`src/rtl/uart_byte_tx.sv`:
```
// Serial UART transmitter: one byte per uart_tx_en strobe, LSB first, optional parity, 1 or 2 stop bits.
// The last stop-bit cycle doubles as the done cycle so a byte strobed there follows with no idle gap.
module uart_byte_tx #(
    parameter int CLK_FREQ  = 50_000_000,
    parameter int BAUD_RATE = 115200,
    parameter int PARITY    = 0,
    parameter int STOP_BITS = 1
) (
    input  logic       clk,
    input  logic       rstn,
    input  logic       uart_tx_en,
    input  logic [7:0] uart_tx_data,
    output logic       uart_txd,
    output logic       uart_tx_busy,
    output logic       uart_tx_done,
    output logic       uart_tx_drop
);

    localparam int BAUD_DIV = CLK_FREQ / BAUD_RATE;
    localparam int BW       = (BAUD_DIV > 1) ? $clog2(BAUD_DIV) : 1;
    localparam logic [BW-1:0] BAUD_LAST = BW'(BAUD_DIV - 1);
    localparam logic [BW-1:0] BAUD_PEN  = BW'(BAUD_DIV - 2);
    localparam logic STOP_LAST = (STOP_BITS == 2);

    typedef enum logic [2:0] {IDLE, START, DATA, PARITY_BIT, STOP} state_t;

    state_t        state, state_next;
    logic [BW-1:0] baud_cnt, baud_cnt_next;
    logic [2:0]    bit_cnt, bit_cnt_next;
    logic          stop_cnt, stop_cnt_next;
    logic [7:0]    shift, shift_next;
    logic          par_bit, par_bit_next;
    logic          txd_next, busy_next, done_next, drop_next;
    logic          baud_end;

    assign baud_end = (baud_cnt == BAUD_LAST);

    always_ff @(posedge clk or negedge rstn) begin
        if (!rstn) begin
            state        <= IDLE;
            baud_cnt     <= '0;
            bit_cnt      <= '0;
            stop_cnt     <= 1'b0;
            shift        <= '0;
            par_bit      <= 1'b0;
            uart_txd     <= 1'b1;
            uart_tx_busy <= 1'b0;
            uart_tx_done <= 1'b0;
            uart_tx_drop <= 1'b0;
        end else begin
            state        <= state_next;
            baud_cnt     <= baud_cnt_next;
            bit_cnt      <= bit_cnt_next;
            stop_cnt     <= stop_cnt_next;
            shift        <= shift_next;
            par_bit      <= par_bit_next;
            uart_txd     <= txd_next;
            uart_tx_busy <= busy_next;
            uart_tx_done <= done_next;
            uart_tx_drop <= drop_next;
        end
    end

    always_comb begin
        state_next    = state;
        baud_cnt_next = baud_cnt;
        bit_cnt_next  = bit_cnt;
        stop_cnt_next = stop_cnt;
        shift_next    = shift;
        par_bit_next  = par_bit;
        done_next     = 1'b0;
        drop_next     = 1'b0;
        txd_next      = 1'b1;

        unique case (state)
            IDLE: begin
                if (uart_tx_en) begin
                    shift_next    = uart_tx_data;
                    par_bit_next  = (PARITY == 1) ? ~^uart_tx_data : ^uart_tx_data;
                    baud_cnt_next = '0;
                    state_next    = START;
                end
            end
            START: begin
                if (baud_end) begin
                    baud_cnt_next = '0;
                    bit_cnt_next  = '0;
                    state_next    = DATA;
                end else begin
                    baud_cnt_next = baud_cnt + 1'b1;
                end
            end
            DATA: begin
                if (baud_end) begin
                    baud_cnt_next = '0;
                    if (bit_cnt == 3'd7) begin
                        stop_cnt_next = 1'b0;
                        state_next    = (PARITY != 0) ? PARITY_BIT : STOP;
                    end else begin
                        bit_cnt_next = bit_cnt + 3'd1;
                        shift_next   = {1'b0, shift[7:1]};
                    end
                end else begin
                    baud_cnt_next = baud_cnt + 1'b1;
                end
            end
            PARITY_BIT: begin
                if (baud_end) begin
                    baud_cnt_next = '0;
                    stop_cnt_next = 1'b0;
                    state_next    = STOP;
                end else begin
                    baud_cnt_next = baud_cnt + 1'b1;
                end
            end
            STOP: begin
                // Leave one cycle early: the first IDLE cycle is the final stop-bit cycle.
                if (stop_cnt == STOP_LAST && baud_cnt == BAUD_PEN) begin
                    baud_cnt_next = '0;
                    stop_cnt_next = 1'b0;
                    done_next     = 1'b1;
                    state_next    = IDLE;
                end else if (baud_end) begin
                    baud_cnt_next = '0;
                    stop_cnt_next = 1'b1;
                end else begin
                    baud_cnt_next = baud_cnt + 1'b1;
                end
            end
            default: state_next = IDLE;
        endcase

        if (state != IDLE && uart_tx_en) begin
            drop_next = 1'b1;
        end

        // The line level is registered from the state being entered.
        case (state_next)
            START:      txd_next = 1'b0;
            DATA:       txd_next = shift_next[0];
            PARITY_BIT: txd_next = par_bit_next;
            default:    txd_next = 1'b1;
        endcase

        busy_next = (state_next != IDLE);
    end

endmodule

```
`config.mk`:
```
export PLATFORM = sky130hd
export DESIGN_NAME = uart_byte_tx
export DESIGN_NICKNAME = d
export VERILOG_FILES = /design/src/rtl/uart_byte_tx.sv
export SDC_FILE = /design/constraint.sdc
export NUM_CORES = 1
export LEC_CHECK = 0
export BUFFER_PORTS_ARGS = -buffer_cell sky130_fd_sc_hd__clkbuf_2
export CAP_MARGIN = 20
export CORE_MARGIN = 1.5
export CORE_UTILIZATION = 35
export CTS_BUF_LIST = sky130_fd_sc_hd__clkbuf_8
export DETAILED_ROUTE_END_ITERATION = 8
export PLACE_DENSITY = 0.66
export SYNTH_ARGS = -nofsm -noshare
export SYNTH_HDL_FRONTEND = slang
export SYNTH_SLANG_ARGS = --single-unit
```
`constraint.sdc`:
```
create_clock -name clk -period 2 [get_ports clk]
set_input_delay 0.1 -clock clk [delete_from_list [all_inputs] [get_ports clk]]
set_output_delay 0.1 -clock clk [all_outputs]
set_load 0.01 [all_outputs]
```
==> summary.txt <==
Outcome
  – Status: finished, violations left
  – Failing checks: negative setup slack

STA
  – Tcrit/Tclk final: 1.017
  – Slew at the pin closest to its max-slew limit: approximately 0.7 ns
  – RSZ-0062 raised after global routing: true
  – Min Clock Period, post-route: 2.033 ns
  – Setup slack after layout: -0.03307 ns
  – Final setup violation count: 1
  – Final Hold Slack: 0.08624 ns
  – Fin. max-slew vios: 0
  – Setup TNS: -0.03307 ns
  – Max Fclk: 0.4919 GHz
  – Slew margin rel.: 0.5320
  – Fin. Hold Viols: 0
  – Clk_skew: 0.002348 ns

Pwr
  – Power Dens Cells: roughly 1000 mW/mm^2
  – Lkg Pwr: 0.9251 nW
  – Peak VDD IR: 0.4730 mV

Critical path
  – Reg2Reg Depth: 5
  – Critical Path RT: 2.16 ns
  – Max FO, Critical Path: 4
  – CP arrival: ~2.2 ns
  – Crit path launch type: flip-flop
  – CP Class: reg2reg
  – CP Capture Type: flip-flop

Clock network
  – Clk buf depth: 2
  – Clk Latency, worst-skew pair: 0.28 ns
  – Clock tree root driver cell: clkbuf_8
  – Reg clk slew, reported paths: 0.06 ns
  – H-tree levels: 2
  – TritonCTS clock tree: done
  – Clock Sinks: 29
  – Num CTS Buffers: 5

Layout
  – Share of cells above drive strength 1: 0.2640
  – Final #Nets: 193
  – Syn-to-layout area delta: 23.24%
  – ANT cells: 0
  – Most frequent cells in the layout: dfrtp_1 (28), clkbuf_2 (14), o21ai_0 (12)
  – Commonest non-fill, non-tap cell in the layout: dfrtp_1

Floorplanning
  – Initial Util: 0.3623
  – Die Wd: 69.90 um
  – Num ports: 15
  – Die height: 69.90 um
  – FP Rows: 24
  – Die ar.: about 0.005 mm^2
  – Core region area: 0.004324 mm^2

Routing
  – Post-Route WL: 3018 um
  – DRC violations left: 0
  – Routed len/inst: 13.12 um
  – Vias: 1223
  – DRT Pass-1 Iters: 4
  – Average vias per placed instance: about 5.3
  – DR iter-0 viols: 70
  – Final antenna-violating net count: 0

GRT
  – GRT overflow: 0
  – Vias in the first global route: between 1000 and 1500
  – Pin count of the biggest net entering global routing: 30
  – First-pass GRT wire length: 5216 um
  – Total GRT Usage: 0.1353
  – Antenna violations before repair: 0

Place
  – Post-Place Worst Slack: -0.03526 ns
  – I/O Buffers: 14
  – Routability Congestion: 0.8061
  – DP Wirelength: 2208 um

Yosys
  – Post-synth EDFFs: 0
  – Mapped Avg Cell Area: 10.44 um^2
  – Mapped Cells: 150
  – Prevailing post-synth register cell: dfrtp_1
  – Share of the yosys chip area belonging to registers: 0.4641
  – Post-synth ARST share: 1.000
  – Post-Syn Nets: 166
  – Warnings, synthesis: 0
  – Flops & latches, synth: 29
  – Synth Cell Area: 0.001567 mm^2
  – Count of cell types in the netlist: 44

Min path
  – Hold depth: 2
  – Min-Delay Path Class: in2reg

Run
  – Max_cap viols: 0
## per-stage QoR
stage	utilization	power, W	std cells	cell area, um^2
final	0.4465	0.001945	230	1931
after global routing	0.4465	0.002056	230	1931
after CTS	0.4459	0.001972	230	1928
after detailed placement	0.4109	0.001232	221	1777
after global placement	0.4109	0.001219	221	1777
after floorplan	-	0.001068	150	1567
## synthesized netlist by cell type, types with 2 or more instances
master,number,area [um^2]
nand2_1,8,30.03
a21oi_1,2,10.01
clkbuf_1,3,11.26
o311ai_1,2,17.52
and3_1,5,31.28
o21ai_0,12,60.06
o31ai_2,2,25.02
inv_1,8,30.03
a21o_1,11,82.58
nand2b_1,2,12.51
o22ai_1,2,12.51
buf_2,3,15.01
nor2_1,6,22.52
a22o_1,9,78.83
xnor2_1,9,78.83
nand3_1,3,15.01
ha_1,5,62.56
dfrtp_1,28,700.7
nor3b_1,5,37.54
## layer usage
metal | track usage | wire length [um] | vias to the layer above
li1 | - | - | 600
met1 | 0.1796 | 1486 | 595
met2 | 0.2000 | 1375 | 20
met3 | 0.04329 | 90 | 8
met4 | 0.06410 | 65 | 0
met5 | 0 | 0 | -
## area by class of cell
type,instances,area [um^2]
clock buffer,5,68.82
clock inverter,3,65.06
fill,414,2394
inverter,8,30.03
multi-input combinational,107,799.5
sequential,29,726.9
tap,52,65.06
timing repair buffer,26,175.2
## path summary, 6_finish.rpt
path                                    startpoint                      to  slack [ns]
max                        baud_cnt[2]$_DFFE_PN0P_  uart_tx_busy$_DFF_PN0_       -0.03
min                                uart_tx_data[7]    shift[7]$_DFFE_PN0P_        0.09
max reg2reg                baud_cnt[2]$_DFFE_PN0P_  uart_tx_busy$_DFF_PN0_       -0.03
min reg2reg                   shift[2]$_DFFE_PN0P_    shift[2]$_DFFE_PN0P_        0.48
max in group asynchronous                     rstn  uart_tx_drop$_DFF_PN0_        1.15
min in group asynchronous                     rstn       par_bit$_DFF_PN0_        0.41
## critical path, stage by stage, from the launching register on
cell,delay [ns]
dfrtp_1,0.38
or4b_4,0.55
or2_4,0.28
o311ai_4,0.23
o31ai_2,0.11
or3_1,0.37
## timing repair
item | 4_1_cts | 5_1_grt
hold buffers | 1 | 0
buffers inserted | 0 | 0
endpoints found under the setup margin | 2 | 5
resized for setup | 1 | 1
endpoints found under the hold margin | 28 | 0
## power by group
| part | internal (W) | switching (W) |
|---|---|---|
| logic | 0.000216 | 0.000199 |
| registers | 0.000709 | 0.0000982 |
| clock network | 0.000494 | 0.000227 |
## logic make-up (layout without fill, tap and decap cells)
kind of cell | count (synthesis) | count (layout) | share of synthesized area
buf+inv | 14 | 42 | 0.03594
mux | 1 | 1 | 0.007188
simple gates | 41 | 41 | 0.1526
fa+ha+maj | 5 | 5 | 0.03994
xor+xnor | 10 | 10 | 0.05591
compound gates | 50 | 50 | 0.2444
flops | 29 | 29 | 0.4641
## state kept, by name, summed over array words and instances (netlist names)
name	cells
state	3
stop_cnt	1
baud_cnt	9
uart_tx_busy	1
uart_txd	1
uart_tx_drop	1
par_bit	1
uart_tx_done	1
shift	8
bit_cnt	3
(Power assumes the default switching activity.)
